<file path="src/rtl/l1_pkg.sv">
// Shared widths, tag-entry layout and controller state encoding for the L1 tag controller.
package l1_pkg;

    localparam int ADDR_W   = 32;
    localparam int INDEX_W  = 8;
    localparam int OFFSET_W = 6;
    localparam int TAG_W    = 18;

    // One SRAM word: valid bit above the stored tag.
    typedef struct packed {
        logic             valid;
        logic [TAG_W-1:0] tag;
    } tag_entry_t;

    typedef enum logic {
        ST_SWEEP = 1'b0,
        ST_RUN   = 1'b1
    } state_t;

endpackage

</file>
<file path="src/rtl/l1_tag_sweep.sv">
// Sweep index counter: walks every set once and flags the final index.
module l1_tag_sweep
    import l1_pkg::*;
#(
    parameter int INDEX_W = l1_pkg::INDEX_W
) (
    input  logic               clk,
    input  logic               rst,
    input  logic               en,
    output logic [INDEX_W-1:0] idx,
    output logic               done
);

    // Advance one set per enabled cycle; wrapping leaves the counter at 0 for the next sweep.
    always_ff @(posedge clk) begin
        if (rst) begin
            idx <= '0;
        end else if (en) begin
            idx <= idx + 1'b1;
        end
    end

    assign done = en && (idx == {INDEX_W{1'b1}});

endmodule

</file>
<file path="src/rtl/l1_tag_ctrl.sv">
// L1 tag controller: clears the tag SRAM after reset/flush, then serves
// pipelined lookups (two-cycle latency) alongside fill and invalidate writes.
module l1_tag_ctrl
    import l1_pkg::*;
#(
    parameter int ADDR_W   = l1_pkg::ADDR_W,
    parameter int INDEX_W  = l1_pkg::INDEX_W,
    parameter int OFFSET_W = l1_pkg::OFFSET_W,
    parameter int TAG_W    = l1_pkg::TAG_W
) (
    input  logic               clk,
    input  logic               rst,

    input  logic               req_valid,
    input  logic [ADDR_W-1:0]  req_addr,
    output logic               req_ready,
    output logic               resp_valid,
    output logic               resp_hit,
    output logic [INDEX_W-1:0] resp_index,

    input  logic               fill_valid,
    input  logic [ADDR_W-1:0]  fill_addr,
    output logic               fill_ready,
    input  logic               inv_valid,
    input  logic [ADDR_W-1:0]  inv_addr,
    input  logic               flush_req,
    output logic               busy,
    output logic               flush_done,

    output logic               sram_csb0,
    output logic [INDEX_W-1:0] sram_addr0,
    output logic [TAG_W:0]     sram_din0,
    output logic               sram_csb1,
    output logic [INDEX_W-1:0] sram_addr1,
    input  logic [TAG_W:0]     sram_dout1
);

    state_t             state;
    logic               run;
    logic               sweep_done;
    logic [INDEX_W-1:0] sweep_idx;

    logic [INDEX_W-1:0] req_index;
    logic [INDEX_W-1:0] fill_index;
    logic [INDEX_W-1:0] inv_index;
    logic [TAG_W-1:0]   req_tag;
    logic [TAG_W-1:0]   fill_tag;

    logic               req_fire;
    logic               byp_p0;
    tag_entry_t         wr_entry;

    logic               vld_p1;
    logic [TAG_W-1:0]   tag_p1;
    logic [INDEX_W-1:0] idx_p1;
    logic               byp_p1;
    tag_entry_t         byp_word_p1;
    tag_entry_t         rd_entry_p1;
    logic               hit_p1;

    logic               vld_p2;
    logic               hit_p2;
    logic [INDEX_W-1:0] idx_p2;

    // Offset bits never select anything, and an invalidate only needs the set.
    logic unused_addr_bits;
    assign unused_addr_bits = ^{req_addr[OFFSET_W-1:0], fill_addr[OFFSET_W-1:0],
                                inv_addr[OFFSET_W-1:0], inv_addr[ADDR_W-1:OFFSET_W+INDEX_W]};

    assign req_index  = req_addr[OFFSET_W+INDEX_W-1:OFFSET_W];
    assign fill_index = fill_addr[OFFSET_W+INDEX_W-1:OFFSET_W];
    assign inv_index  = inv_addr[OFFSET_W+INDEX_W-1:OFFSET_W];
    assign req_tag    = req_addr[ADDR_W-1:ADDR_W-TAG_W];
    assign fill_tag   = fill_addr[ADDR_W-1:ADDR_W-TAG_W];

    assign run = (state == ST_RUN);

    l1_tag_sweep #(
        .INDEX_W (INDEX_W)
    ) u_sweep (
        .clk  (clk),
        .rst  (rst),
        .en   (!run),
        .idx  (sweep_idx),
        .done (sweep_done)
    );

    // Controller FSM: SWEEP clears every set, RUN serves traffic until a flush.
    always_ff @(posedge clk) begin
        if (rst) begin
            state      <= ST_SWEEP;
            busy       <= 1'b1;
            flush_done <= 1'b0;
        end else begin
            flush_done <= 1'b0;
            case (state)
                ST_SWEEP: begin
                    if (sweep_done) begin
                        state      <= ST_RUN;
                        busy       <= 1'b0;
                        flush_done <= 1'b1;
                    end
                end
                ST_RUN: begin
                    if (flush_req) begin
                        state <= ST_SWEEP;
                        busy  <= 1'b1;
                    end
                end
                default: begin
                    state <= ST_SWEEP;
                    busy  <= 1'b1;
                end
            endcase
        end
    end

    // A lookup arriving with a flush is refused so nothing new enters behind it.
    assign req_ready  = run && !flush_req;
    assign fill_ready = run && !inv_valid;
    assign req_fire   = req_valid && req_ready;

    // Write port: sweep clears, else invalidate beats fill; idle drives all-zero.
    always_comb begin
        sram_csb0  = 1'b1;
        sram_addr0 = '0;
        wr_entry   = '0;
        if (!run) begin
            sram_csb0  = 1'b0;
            sram_addr0 = sweep_idx;
        end else if (inv_valid) begin
            sram_csb0  = 1'b0;
            sram_addr0 = inv_index;
        end else if (fill_valid) begin
            sram_csb0      = 1'b0;
            sram_addr0     = fill_index;
            wr_entry.valid = 1'b1;
            wr_entry.tag   = fill_tag;
        end
    end

    assign sram_din0  = wr_entry;
    assign sram_csb1  = !req_fire;
    assign sram_addr1 = req_fire ? req_index : '0;

    // The SRAM returns the old word on a same-set collision, so keep the new one.
    assign byp_p0 = req_fire && !sram_csb0 && (sram_addr0 == req_index);

    // ---- stage p1: lookup issued to SRAM, word returns next cycle ----
    always_ff @(posedge clk) begin
        if (rst) begin
            vld_p1 <= 1'b0;
        end else begin
            vld_p1 <= req_fire;
        end
    end

    // Tag, set and any colliding write word follow the lookup into p1.
    always_ff @(posedge clk) begin
        tag_p1      <= req_tag;
        idx_p1      <= req_index;
        byp_p1      <= byp_p0;
        byp_word_p1 <= wr_entry;
    end

    assign rd_entry_p1 = byp_p1 ? byp_word_p1 : tag_entry_t'(sram_dout1);
    assign hit_p1      = rd_entry_p1.valid && (rd_entry_p1.tag == tag_p1);

    // ---- stage p2: registered compare result ----
    always_ff @(posedge clk) begin
        if (rst) begin
            vld_p2 <= 1'b0;
        end else begin
            vld_p2 <= vld_p1;
        end
    end

    // Hit flag and set index carried beside vld_p2.
    always_ff @(posedge clk) begin
        hit_p2 <= hit_p1;
        idx_p2 <= idx_p1;
    end

    assign resp_valid = vld_p2;
    assign resp_hit   = vld_p2 && hit_p2;
    assign resp_index = vld_p2 ? idx_p2 : '0;

endmodule

</file>
<file path="config.mk">
export PLATFORM = sky130hd
export DESIGN_NAME = l1_tag_ctrl
export DESIGN_NICKNAME = d
export VERILOG_FILES = /design/src/rtl/l1_pkg.sv /design/src/rtl/l1_tag_sweep.sv /design/src/rtl/l1_tag_ctrl.sv
export SDC_FILE = /design/constraint.sdc
export NUM_CORES = 1
export LEC_CHECK = 0
export BUFFER_PORTS_ARGS = -buffer_cell sky130_fd_sc_hd__buf_2
export CAP_MARGIN = 20
export CORE_MARGIN = 1
export CORE_UTILIZATION = 40
export DETAILED_ROUTE_END_ITERATION = 8
export GPL_ROUTABILITY_DRIVEN = 0
export PLACE_DENSITY = 0.76
export SLEW_MARGIN = 20
export SYNTH_ARGS = -nofsm -noshare
export SYNTH_HDL_FRONTEND = slang
export SYNTH_SLANG_ARGS = --single-unit
</file>
<file path="constraint.sdc">
create_clock -name clk -period 1.87 [get_ports clk]
set_input_delay 0.374 -clock clk [delete_from_list [all_inputs] [get_ports clk]]
set_output_delay 0.374 -clock clk [all_outputs]
set_load 0.01 [all_outputs]
</file>
==> flow_summary_export.csv <==
group,metric,value,unit
route,postRouteAntennaNets,0,
logic_synthesis,synth_top_area_share,50.6,%
cells_and_area,fillerInstances,558,
route,first_pass_iters,6,
global_route,antenna_found_initial,0,
logic_synthesis,ys_ff_latch,68,
setup_path,crit_fanout,6,
floorplan,dieHeight,84.0,um
clock_network,cts_tree,"yes",
clock_network,cts_buffers,9,
sta,final_max_slew_viol_count,0,
sta,rsz0062_at_grt,"true",
setup_path,r2r_start,"run",
cells_and_area,multi_input_area,1260,um2
setup_path,reg2reg_to,"byp_p1",
power,clkPwrFrac,44.6,%
cells_and_area,drive_above_1_share,43.0,%
clock_network,clk_pin_slew,0.07,ns
placed_design,post_dp_cell_area,3460,um2
cells_and_area,ff_latch_area,1360,um2
power,p_leak,0.00188,uW
setup_path,cp.arrival,1.49,ns
floorplan,start_util,41.9,%
sta,max_freq,0.538,GHz
clock_network,clockBufferDepth,2,
power,p_switching,689,uW
route,routedWlPerCell,14.8,um
route,drc,13,
sta,hold_viol_final,0,
power,pwr-share-comb,8.0,%
floorplan,ioPinCount,172,
placed_design,portBuffers,135,
run_status,status,"finished, violations left",
power,power.density,828,nW/um2
clock_network,root_buffer,"clkbuf_8",
min_path,min_to,"tag_p1[6]",
power,sequentialPowerShare,47.4,%
logic_synthesis,synth_cells,267,
logic_synthesis,yosysSeqAreaShare,50.6,%
sta,fin_crit,1.86,ns
logic_synthesis,yosysTopAreaCell,"dfxtp_1",
setup_path,slowest_stage,"dfxtp_2",
run,max_cap_viol_count,0,
sta,worst_slew_pin_slew,0.423,ns
global_route,grtUsageTotal,20.6,%
logic_synthesis,yosysUniqueCellTypes,36,
clock_network,cts.sinks,68,
route,drt_wl_total,7300,um
clock_network,htree_levels,3,
setup_path,end_kind,"primary output",
min_path,min_from,"req_addr[20]",
power,p_int,2500,uW
logic_synthesis,synth_area_per_cell,10.1,um2
logic_synthesis,synth_warnings,0,
logic_synthesis,syn-num-nets,389,
sta,clock_skew,0.00615,ns
logic_synthesis,synthesis.area,2690,um2
route,vias_per_cell,5.13,
setup_path,rr_worst_depth,7,
sta,relSlewSlack,71.6,%
placed_design,dp.final_hpwl,5200,um
setup_path,critPathKind,"reg -> out",
logic_synthesis,synthTopCellsByArea,"dfxtp_1, mux2i_1, and3_1",
cells_and_area,nNetsFinal,534,
clock_network,cts_hold_buf,0,
cells_and_area,area_growth,43.3,%
global_route,grt_pass1_wl,11200,um
sta,whs,0.132,ns
setup_path,cp_cell_sequence,"clkinvlp_4 -> buf_6 -> a221oi_2 -> nor2_1 -> buf_4 -> buf_6",
cells_and_area,design_area,3860,um2
floorplan,die_area,7060,um2
sta,post-route-period-util,99.5,%
global_route,grt_pass1_vias,2357,
global_route,gr-total-overflow,0,
cells_and_area,final_util,60.1,%
min_path,hold_class,"in -> reg",
power,peakVddDrop,0.414,mV
floorplan,rows,29,
clock_network,worstSkewPairLatency,0.34,ns
power,power,3190,uW
route,routed-via-count,2529,
floorplan,coreArea,6420,um2
global_route,grt_max_degree,21,
cells_and_area,num_antenna_cells,0,
min_path,hold_path_depth,1,
setup_path,required,1.50,ns
sta,fin_tns_setup,0,ns
power,sw_frac_of_total,21.6,%
setup_path,reg2reg_slack,0.11,ns
setup_path,max_stage_delay,0.35,ns
run_status,failed_checks,"DRC",
setup_path,crit_top_cell,"buf_6",
route,drtIter0Drc,94,
setup_path,startpoint_type,"register",
sta,finalSetupViolCount,0,
floorplan,die_w,84.0,um
[cells by family (layout without fill, tap and decap cells)]
group	Yosys count	count (layout)	synth area share, %
AO/OA/AOI/OAI	36	36	10.0
XOR/XNOR	30	30	9.76
adder cells (fa/ha/maj)	1	1	0.465
buffers and inverters	27	176	4.51
flip-flops	68	68	50.6
multiplexers	19	19	7.07
AND/OR/NAND/NOR	86	86	17.6
[power by group through the flow]
stage	logic [uW]	registers (uW)	clock network, uW
after floorplan	124	1540	0
after global placement	243	1540	0
after detailed placement	252	1550	0
after CTS	254	1510	1460
after global routing	284	1520	1520
final	257	1510	1420
[Yosys cell counts, drive strengths merged]
master / n
a22o: 1
xor2: 17
a22oi: 3
mux2i: 19
nor4: 2
o22ai: 2
o211ai: 1
and3: 26
nand2: 3
o21ai: 5
nor3: 3
a211oi: 2
nor2b: 4
a2111oi: 1
xnor2: 13
nand3: 5
clkbuf: 8
a21oi: 6
nand3b: 1
nor2: 25
a31oi: 3
and2: 10
nor4bb: 2
o2111ai: 1
buf: 7
nand4: 5
ha: 1
o31a: 1
inv: 12
a221o: 2
dfxtp: 68
a221oi: 8
[registers in the layout, indices dropped and copies added (netlist names)]
register     cells
busy             1
byp_p1           1
idx_p2           8
resp_valid       1
idx_p1           8
run              1
vld_p1           1
flush_done       1
byp_word_p1     19
hit_p2           1
u_sweep.idx      8
tag_p1          18
[cell usage in the layout, fill, tap and decap left out, types with 6 or more instances in the layout]
master    count
dfxtp_1      67
and3_1       21
buf_2       127
xor2_1       17
buf_6        11
buf_4        10
inv_1        11
nor2_1       23
a21oi_1       6
clkbuf_8      9
and2_1        9
xnor2_1      13
mux2i_1      19
[layout make-up]
class	instances	area share, %
multi-input cells	172	32.6
clock buffers	9	3.21
well taps	77	2.50
repair buffers	149	22.2
inverters	12	1.27
clock inverters	6	2.92
flip-flops and latches	68	35.3
[layer usage]
metal	GRT usage (%)	part of all wire (%)	vias up
met5	0	0	-
met4	8.31	1.9	0
met3	7.91	6.9	15
met2	34.6	51	109
met1	23.4	40	1186
li1	-	-	1219
[worst max-delay path: cells and delay by family (launching register included)]
family,cells,cell delay [ns]
DFF,1,0.35
buffers and inverters,4,0.55
AOI/OAI and AO/OA,1,0.16
and+or+nand+nor,1,0.09
[metrics by stage]
| stage | cells | worst slack [ns] |
|---|---|---|
| after floorplan | 267 | 0.119 |
| after global placement | 472 | 0.105 |
| after detailed placement | 472 | 0.0105 |
| after CTS | 491 | -0.00491 |
| after global routing | 493 | -0.0891 |
| final | 493 | 0.0101 |
[what timing repair did]
item                                    4_1_cts  5_1_grt
cloned                                        1        1
endpoints found under the setup margin       25       33
pin swaps                                     2        2
resized for setup                             9       17
setup buffers                                 3        1
[how the worst max path moves through the flow]
stage,start,end
3_3_place_gp,fill_valid,byp_p1
2_1_floorplan,fill_valid,byp_p1
3_5_place_dp,req_addr[8],byp_p1
6_report,run,sram_addr0[5]
4_1_cts,run,sram_addr0[5]
5_1_grt,run,sram_din0[5]
Note: power is estimated with default switching activity, not from simulation.
